--- config.mk ---
export PLATFORM = sky130hd
export DESIGN_NAME = wave_dds_multi
export DESIGN_NICKNAME = d
export VERILOG_FILES = /design/src/rtl/wave_pkg.sv /design/src/rtl/sinetable.sv /design/src/rtl/wave_shaper.sv /design/src/rtl/wave_dds_multi.sv
export SDC_FILE = /design/constraint.sdc
export NUM_CORES = 1
export LEC_CHECK = 0
export CORE_MARGIN = 5
export CORE_UTILIZATION = 25
export CTS_CLUSTER_SIZE = 12
export DETAILED_ROUTE_END_ITERATION = 10
export DONT_BUFFER_PORTS = 1
export GPL_TIMING_DRIVEN = 0
export PLACE_DENSITY = 0.42
export SETUP_SLACK_MARGIN = 0.15
export SYNTH_ARGS = -nofsm -noshare
export SYNTH_HDL_FRONTEND = slang
export SYNTH_SLANG_ARGS = --single-unit
--- constraint.sdc ---
create_clock -name clk -period 8.84 [get_ports clk]
set_input_delay 1.768 -clock clk [delete_from_list [all_inputs] [get_ports clk]]
set_output_delay 1.768 -clock clk [all_outputs]
set_load 0.02 [all_outputs]
--- src/rtl/wave_pkg.sv ---
`default_nettype none
// ============================================================================
// Module   : wave_pkg
// Brief    : Shared encodings and constants for the multi-channel DDS.
// Revision : 1.0
// ============================================================================
package wave_pkg;

    localparam int SINE_ADDR_W = 14;
    localparam int SINE_OUT_W  = 12;

    localparam logic [1:0] MODE_SINE   = 2'd0;
    localparam logic [1:0] MODE_SQUARE = 2'd1;
    localparam logic [1:0] MODE_SAW    = 2'd2;
    localparam logic [1:0] MODE_TRI    = 2'd3;

    localparam logic [1:0] CFG_STEP   = 2'd0;
    localparam logic [1:0] CFG_OFFSET = 2'd1;
    localparam logic [1:0] CFG_AMP    = 2'd2;
    localparam logic [1:0] CFG_MODE   = 2'd3;

    typedef enum logic [0:0] {
        ST_IDLE  = 1'b0,
        ST_SWEEP = 1'b1
    } sweep_state_t;

endpackage
`default_nettype wire

--- src/rtl/sinetable.sv ---
`default_nettype none
// ============================================================================
// Module   : sinetable
// Brief    : Combinational offset-binary sine, 14-bit phase in, 12-bit out.
// Revision : 1.0
// ============================================================================
module sinetable
    import wave_pkg::*;
(
    input  logic [SINE_ADDR_W-1:0] phase,
    output logic [SINE_OUT_W-1:0]  sine
);

    // Each half-wave is the parabola x*(N-x)/N, peaking at 2048 magnitude.
    logic [12:0] w_x;
    logic [13:0] w_rem;
    logic [24:0] w_prod;
    logic [11:0] w_mag;

    assign w_x    = phase[12:0];
    assign w_rem  = 14'd8192 - {1'b0, w_x};
    assign w_prod = {12'd0, w_x} * {11'd0, w_rem};
    assign w_mag  = 12'(w_prod >> 13);
    assign sine   = phase[13] ? (12'd2048 - w_mag) : (12'd2047 + w_mag);

endmodule
`default_nettype wire

--- src/rtl/wave_shaper.sv ---
`default_nettype none
// ============================================================================
// Module   : wave_shaper
// Brief    : Combinational waveform select from phase / sine lookup.
// Revision : 1.0
// ============================================================================
module wave_shaper
    import wave_pkg::*;
(
    input  logic [12:0]           phase,
    input  logic [SINE_OUT_W-1:0] sine,
    input  logic [1:0]            mode,
    output logic [SINE_OUT_W-1:0] shape
);

    logic [11:0] w_tri;

    assign w_tri = phase[11:0];

    always_comb begin
        shape = sine;
        case (mode)
            MODE_SINE:   shape = sine;
            MODE_SQUARE: shape = phase[12] ? 12'd0 : 12'hFFF;
            MODE_SAW:    shape = phase[12:1];
            MODE_TRI:    shape = phase[12] ? ~w_tri : w_tri;
            default:     shape = sine;
        endcase
    end

endmodule
`default_nettype wire

--- src/rtl/wave_dds_multi.sv ---
`default_nettype none
// ============================================================================
// Module   : wave_dds_multi
// Brief    : NUM_CH phase accumulators swept through one shared sinetable.
// Revision : 1.0
// ============================================================================
module wave_dds_multi
    import wave_pkg::*;
#(
    parameter int NUM_CH  = 4,
    parameter int CH_W    = (NUM_CH > 1) ? $clog2(NUM_CH) : 1,
    parameter int PHASE_W = 16,
    parameter int AMP_W   = 12,
    parameter int OUT_W   = SINE_OUT_W
) (
    input  logic               clk,
    input  logic               reset,
    input  logic               tick,
    input  logic               sync,
    input  logic               cfg_we,
    input  logic [CH_W-1:0]    cfg_ch,
    input  logic [1:0]         cfg_addr,
    input  logic [PHASE_W-1:0] cfg_data,
    output logic               busy,
    output logic               out_valid,
    output logic [CH_W-1:0]    out_ch,
    output logic [OUT_W-1:0]   out_sample,
    output logic               overrun
);

    localparam logic [CH_W-1:0] C_LAST_CH = CH_W'(NUM_CH - 1);

    logic [PHASE_W-1:0] r_acc    [NUM_CH];
    logic [PHASE_W-1:0] r_step   [NUM_CH];
    logic [PHASE_W-1:0] r_offset [NUM_CH];
    logic [AMP_W-1:0]   r_amp    [NUM_CH];
    logic [1:0]         r_mode   [NUM_CH];

    sweep_state_t       r_state, w_state_next;
    logic [CH_W-1:0]    r_slot, w_slot_next;
    logic               w_start;
    logic               w_cfg_ch_ok;

    logic                    r_s1_valid;
    logic [CH_W-1:0]         r_s1_ch;
    logic [SINE_ADDR_W-1:0]  r_s1_addr;
    logic [1:0]              r_s1_mode;
    logic [AMP_W-1:0]        r_s1_amp;

    logic                    r_s2_valid;
    logic [CH_W-1:0]         r_s2_ch;
    logic [SINE_OUT_W-1:0]   r_s2_s;
    logic [AMP_W-1:0]        r_s2_amp;

    logic [PHASE_W-1:0]            w_sum;
    logic [SINE_ADDR_W-1:0]        w_addr;
    logic [SINE_OUT_W-1:0]         w_sine;
    logic [SINE_OUT_W-1:0]         w_shape;
    logic [SINE_OUT_W+AMP_W-1:0]   w_prod;

    assign busy    = (r_state == ST_SWEEP);
    assign w_start = tick && !busy;

    generate
        if (NUM_CH == (1 << CH_W)) begin : g_full_ch
            assign w_cfg_ch_ok = 1'b1;
        end else begin : g_part_ch
            assign w_cfg_ch_ok = (int'(cfg_ch) < NUM_CH);
        end
    endgenerate

    always_ff @(posedge clk) begin
        if (reset) begin
            for (int i = 0; i < NUM_CH; i++) begin
                r_step[i]   <= '0;
                r_offset[i] <= '0;
                r_amp[i]    <= '0;
                r_mode[i]   <= '0;
            end
        end else if (cfg_we && w_cfg_ch_ok) begin
            case (cfg_addr)
                CFG_STEP:   r_step[cfg_ch]   <= cfg_data;
                CFG_OFFSET: r_offset[cfg_ch] <= cfg_data;
                CFG_AMP:    r_amp[cfg_ch]    <= cfg_data[AMP_W-1:0];
                CFG_MODE:   r_mode[cfg_ch]   <= cfg_data[1:0];
                default:    ;
            endcase
        end
    end

    // sync wins over a same-cycle advance; the sweep itself still starts.
    always_ff @(posedge clk) begin
        if (reset || sync) begin
            for (int i = 0; i < NUM_CH; i++) begin
                r_acc[i] <= '0;
            end
        end else if (w_start) begin
            for (int i = 0; i < NUM_CH; i++) begin
                r_acc[i] <= r_acc[i] + r_step[i];
            end
        end
    end

    always_ff @(posedge clk) begin
        if (reset) begin
            r_state <= ST_IDLE;
            r_slot  <= '0;
            overrun <= 1'b0;
        end else begin
            r_state <= w_state_next;
            r_slot  <= w_slot_next;
            if (tick && busy) begin
                overrun <= 1'b1;
            end
        end
    end

    always_comb begin
        w_state_next = r_state;
        w_slot_next  = r_slot;
        case (r_state)
            ST_IDLE: begin
                if (tick) begin
                    w_state_next = ST_SWEEP;
                    w_slot_next  = '0;
                end
            end
            ST_SWEEP: begin
                if (r_slot == C_LAST_CH) begin
                    w_state_next = ST_IDLE;
                end else begin
                    w_slot_next = r_slot + CH_W'(1);
                end
            end
            default: w_state_next = ST_IDLE;
        endcase
    end

    assign w_sum  = r_acc[r_slot] + r_offset[r_slot];
    assign w_addr = SINE_ADDR_W'(w_sum >> (PHASE_W - SINE_ADDR_W));

    sinetable u_sinetable (
        .phase (r_s1_addr),
        .sine  (w_sine)
    );

    wave_shaper u_wave_shaper (
        .phase (r_s1_addr[SINE_ADDR_W-1:1]),
        .sine  (w_sine),
        .mode  (r_s1_mode),
        .shape (w_shape)
    );

    assign w_prod = {{AMP_W{1'b0}}, r_s2_s} * {{SINE_OUT_W{1'b0}}, r_s2_amp};

    always_ff @(posedge clk) begin
        if (reset) begin
            r_s1_valid <= 1'b0;
            r_s1_ch    <= '0;
            r_s1_addr  <= '0;
            r_s1_mode  <= '0;
            r_s1_amp   <= '0;
            r_s2_valid <= 1'b0;
            r_s2_ch    <= '0;
            r_s2_s     <= '0;
            r_s2_amp   <= '0;
            out_valid  <= 1'b0;
            out_ch     <= '0;
            out_sample <= '0;
        end else begin
            r_s1_valid <= busy;
            if (busy) begin
                r_s1_ch   <= r_slot;
                r_s1_addr <= w_addr;
                r_s1_mode <= r_mode[r_slot];
                r_s1_amp  <= r_amp[r_slot];
            end
            r_s2_valid <= r_s1_valid;
            if (r_s1_valid) begin
                r_s2_ch  <= r_s1_ch;
                r_s2_s   <= w_shape;
                r_s2_amp <= r_s1_amp;
            end
            out_valid <= r_s2_valid;
            // Sample and channel hold their last value between bursts.
            if (r_s2_valid) begin
                out_ch     <= r_s2_ch;
                out_sample <= OUT_W'(w_prod >> AMP_W);
            end
        end
    end

endmodule
`default_nettype wire

Word level (Yosys, flattened, before mapping)
Memories as Yosys holds them, arrays and structs flattened. A register that Yosys moved wholly into a read port is not among the register bits. Index checks and enable logic that the tools add are counted.

Equal/unequal tests: 9. Multiply operators: 2. Reductions and logical operators: 11. Mux-type cells: 53. Add/sub/neg operators: 9. Bitwise logic cells: 6.

Operator list (count): $mux 16 (6); $add 16x16->16 (5); $mux 12 (4); $pmux 12 s4 (1); $reduce_or 16->1 (2); $mux 1 (29); $mul 13x14->25 (1); $mul 12x12->24 (1); $mux 2 (11); $sub 14x13->14 const A (1); $add 11x12->12 const A (1); $not 12->12 (1); $reduce_or 12->1 (1); $sub 12x12->12 const A (1); $eq 2x2->1 const B (5); $eq 2x1->1 const B (2); $logic_not 2->1 (2); $ne 2x2->1 const B (2); $or 1x1->1 (4); $pmux 2 s2 (1); $add 2x1->2 const B (1); $logic_and 1x1->1 (2); $pmux 1 s2 (1); $reduce_and 2->1 (1); other kinds (4) (4).

Register bits: 63. Output and inout bits: 17. Memory bits (writable): 248. Logic and storage cells: 108. Memories kept: 5.

Memory list: r_acc (depth 4, bits a word 16, read ports 5, clocked after Yosys merged registers in 1, wr ports 4, line wave_dds_multi.sv:33) `logic [PHASE_W-1:0] r_acc [NUM_CH];`; r_offset (depth 4, bits a word 16, read ports 1, clocked after Yosys merged registers in 1, wr ports 4, line wave_dds_multi.sv:35) `logic [PHASE_W-1:0] r_offset [NUM_CH];`; r_step (depth 4, bits a word 16, read ports 4, clocked after Yosys merged registers in 0, wr ports 4, line wave_dds_multi.sv:34) `logic [PHASE_W-1:0] r_step [NUM_CH];`; r_amp (depth 4, bits a word 12, read ports 1, clocked after Yosys merged registers in 1, wr ports 4, line wave_dds_multi.sv:36) `logic [AMP_W-1:0] r_amp [NUM_CH];`; r_mode (depth 4, bits a word 2, read ports 1, clocked after Yosys merged registers in 1, wr ports 4, line wave_dds_multi.sv:37) `logic [1:0] r_mode [NUM_CH];`.

Logic depth before layout (Yosys ltp)
Word-level depth: 7. Gate-level depth with buffers: 33.

Modules after synthesis
A second synthesis with hierarchy kept.

Cell total of the unflattened synthesis: 2588. Area, all modules: 27325.0 µm².

Modules (own cells, without submodules): wave_dds_multi (sequential area each 9028.7 µm², cells an instance 1829, instances 1, area an instance 20548.5 µm²); sinetable (sequential area each 0.0 µm², cells an instance 701, instances 1, area an instance 6256.0 µm²); wave_shaper (sequential area each 0.0 µm², cells an instance 58, instances 1, area an instance 520.5 µm²).

Least setup slack after synthesis
No wires, ideal clock.

Kind: register to register. From: register r_s1_addr[1]. To: register r_s2_s[11]. Cell stages (with the launch flop): 31. Path slack: 0.828 ns. Data arrival time: 7.885 ns. Period minus slack after synthesis: 8.012 ns. Path through: dfxtp_1 inv_1 clkbuf_1 ha_1 nor3b_1 nor3b_1 nand2_1 nor3_1 nor3b_1 ha_1 nand2b_1 fa_1 fa_1 inv_1 fa_1 fa_1 inv_1 fa_1 inv_1 ha_1 buf_2 a22o_1 or3_1 a211o_1 a31oi_2 xnor2_1 nand4_2 a31o_1 or4_4 nand4_1 or3b_1.

Longest elaborated chain between the ends: 5. Elaborated cells between the ends (all ways): 6.

Ends and longest elaborated chain: start: declaration (line wave_dds_multi.sv:46) `logic [SINE_ADDR_W-1:0] r_s1_addr;`; start signal: assignment (line wave_dds_multi.sv:174) `r_s1_addr <= w_addr;`; $sub 14x13->14 (line sinetable.sv:21) `assign w_rem = 14'd8192 - {1'b0, w_x};`; $mul 13x14->25 (*) (line sinetable.sv:22) `assign w_prod = {12'd0, w_x} * {11'd0, w_rem};`; $add 11x12->12 or $sub 12x12->12 (tied branches) (line sinetable.sv:24) `assign sine = phase[13] ? (12'd2048 - w_mag) : (12'd2047 + w_mag);`; $mux 12 (*) (line sinetable.sv:24); $pmux 12 s4 (*) (line wave_shaper.sv:22) `case (mode)`; end signal: assignment (line wave_dds_multi.sv:181) `r_s2_s <= w_shape;`; end: declaration (line wave_dds_multi.sv:52) `logic [SINE_OUT_W-1:0] r_s2_s;`.

Mark *: on every way between the ends. The rest lies on a longest branch, timed or not. A chain may end at the register's enable or synchronous reset.

Final worst setup path
Same ends and word-level chain as after synthesis.

==> flow_summary.json <==
{
  "outcome": "finished with violations",
  "violations": "max-capacitance violations",
  "postSynthCellCount": 2582,
  "coreArea_sq_um": 107000,
  "fin_crit_ns": 8.31,
  "ant_nets": 0,
  "place.detailed.instances": 3997,
  "fin_crit_sh": 0.940,
  "cp-end-kind": "register",
  "dieWidth_microns": 338,
  "crit_arrival_ns": 8.74,
  "setup_viol": 0,
  "cts_tree": "built",
  "avgSynthCellArea_sq_um": 10.4,
  "maxCapViolations": 1,
  "async_reset_ff_frac": 0,
  "final-max-slew-violation-count": 0,
  "fill_cells": 11200,
  "rows": 120,
  "drt_wl_total_microns": 77600,
  "overflow": 0,
  "portBuffers": 0,
  "yosysWarnings": 0,
  "drtIter0Drc": 930,
  "layout_commonest_cell": "inv_1",
  "areaGrowthSynthToFinish_pct": 12.3,
  "ys_seq_area_frac": 0.337,
  "holdCritPathClass": "register to register",
  "timing.reg2reg.setup_slack_ns": 0.53,
  "fin_skew_ns": 0.0153,
  "slowest_stage": "fa_1",
  "holdPathStages": 2,
  "hp-start": "r_s1_amp[5]$_SDFFE_PP0P_",
  "htreeDepth": 2,
  "final_nets": 3104,
  "final_util": 0.282,
  "critPathMaxFanout": 11,
  "ys.flop_type": "edfxtp_1",
  "multiInputGateArea_sq_um": 16300,
  "fmax_mhz": 120,
  "synth_edf_count": 248,
  "io_pins": 42,
  "crit_path_start_kind": "register",
  "tightestPinTransition_ns": 1.46,
  "worstPathRequired_ns": 9.27,
  "vias": 18100,
  "regArea_sq_um": 9030,
  "detail_route.first_pass.iterations": 5,
  "reg2reg_from": "r_s1_addr[1]$_SDFFE_PP0P_",
  "antenna_found_initial": 1,
  "avgViaCountPerCell": 4.45,
  "r2r_cells": 30,
  "worstHoldEndpoint": "r_s1_amp[5]$_SDFFE_PP0P_",
  "cpPeakStageDelay_ns": 0.52,
  "p_per_area_nw_per_um2": 245,
  "whs_ns": 0.497,
  "path_class": "register to register",
  "grt_max_degree": 52,
  "drc_errors": 0,
  "rsz0062_at_grt": "false",
  "dp_hpwl_microns": 60800,
  "numCtsBuffers": 38,
  "power_leakage_nw": 12.6,
  "drive_above_1_share": 0.0656,
  "postPlaceCellArea_sq_um": 28700,
  "clkSinkCount": 327,
  "setup_tns_ns": 0,
  "insertion_delay_ns": 0.56,
  "dieArea_sq_um": 114000,
  "instances_no_fill": 4072,
  "clock-root-buffer": "clkbuf_16",
  "peakVddDrop_v": 0.000278,
  "clockBufferDepth": 3,
  "gp_congestion": 0.804,
  "layout_common_cells": "inv_1 (322), edfxtp_1 (248), fa_1 (233), ha_1 (200), nand2_1 (186)",
  "cp_common_cell": "fa_1",
  "start_util": 0.251,
  "ys_ff_latch": 327,
  "postLayoutCellArea_sq_um": 30100,
  "clk_pin_slew_worst_paths_ns": 0.06,
  "grt_pass1_vias": 19000,
  "grt_pass1_wl_microns": 120000,
  "r2r_end": "r_s2_s[11]$_SDFFE_PP0P_",
  "wire_per_inst_microns": 19.1,
  "syn_area_sq_um": 26800,
  "hold_viol": 0,
  "synth.distinct_cells": 83,
  "relSlewSlack": 0.0159,
  "track_usage": 0.138,
  "dieHeight_microns": 338
}
==> Yosys cell counts (all sizes together), types with 79 or more instances <==
cell type  instances  share of area
inv              323          0.045
edfxtp           248           0.28
fa               233           0.17
ha               207          0.097
nand2            187          0.026
nor2             180          0.025
and2             137          0.032
clkbuf           120          0.017
and3             119          0.028
nand2b            85          0.020
dfxtp             79          0.059
==> repair_timing <==
| item | CTS | global route |
|---|---|---|
| hold buffers | 0 | 0 |
| resized for setup | 17 | 38 |
| buffers inserted | 0 | 5 |
| pin swaps | 2 | 8 |
| setup endpoints to repair | 8 | 3 |
==> flip-flops by register name, indices dropped and copies added (netlist names), 8 cells and up, named ones only <==
signal,flops
r_s2_s,12
r_acc,64
r_offset,64
r_s1_addr,14
out_sample,12
r_step,64
r_s1_amp,12
r_mode,8
r_amp,48
r_s2_amp,12
==> metal layers <==
metal,GRT usage,vias to the layer above,share of wire
met4,0.0339,0,0.024
met3,0.0181,70,0.037
li1,-,8754,-
met5,0,-,0
met2,0.229,263,0.47
met1,0.193,9023,0.47
==> where the power goes <==
part	internal [mW]	total (mW)	switching, mW
registers	1.76	1.84	0.0796
logic	1.62	3.98	2.36
clock network	0.902	1.57	0.665
total	4.28	7.38	3.11
==> worst max-delay path by stage <==
stage | from | to | cells after the start
after floorplan | r_s1_addr[1]$_SDFFE_PP0P_ | r_s2_s[11]$_SDFFE_PP0P_ | 30
after global placement | r_s1_addr[1]$_SDFFE_PP0P_ | r_s2_s[11]$_SDFFE_PP0P_ | 31
after detailed placement | r_s1_addr[1]$_SDFFE_PP0P_ | r_s2_s[11]$_SDFFE_PP0P_ | 31
after CTS | r_s1_addr[0]$_SDFFE_PP0P_ | r_s2_s[11]$_SDFFE_PP0P_ | 30
after global routing | r_s1_addr[1]$_SDFFE_PP0P_ | r_s2_s[11]$_SDFFE_PP0P_ | 31
final | r_s1_addr[1]$_SDFFE_PP0P_ | r_s2_s[11]$_SDFFE_PP0P_ | 30
==> area by class of cell <==
type | instances | area share
Clock buffer | 57 | 0.0371
Inverter | 325 | 0.0406
Buffer | 135 | 0.0179
Multi-Input combinational cell | 1804 | 0.540
Timing Repair Buffer | 8 | 0.00278
Sequential cell | 327 | 0.300
Antenna cell | 1 | 0.0000831
Clock inverter | 12 | 0.00278
Tap cell | 1403 | 0.0583
==> through the flow <==
step                      setup slack (ns)  power, mW
after floorplan                      0.828       4.57
after global placement              -0.785       5.60
after detailed placement            -0.777       5.57
after CTS                            0.181       7.24
after global routing                 0.169       7.99
final                                0.532       7.38
==> critical path: cells and delay by family, from the launching register on <==
| kind | cells | cell delay (ns) |
|---|---|---|
| AO/OA/AOI/OAI | 5 | 1.28 |
| adder cells (fa/ha/maj) | 8 | 3.22 |
| buffers and inverters | 6 | 0.60 |
| flip-flops | 1 | 0.40 |
| AND/OR/NAND/NOR | 11 | 2.68 |
==> logic make-up after synthesis <==
kind of cell | Yosys count | share of synthesized area
adders and majority gates | 440 | 0.270
muxes | 93 | 0.0549
xor gates and xnor gates | 90 | 0.0299
AOI/OAI and AO/OA | 272 | 0.0685
DFF | 327 | 0.337
buffers and inverters | 460 | 0.0647
and+or+nand+nor | 898 | 0.175
other | 2 | 0.000280
Note: power is estimated with default switching activity, not from simulation.
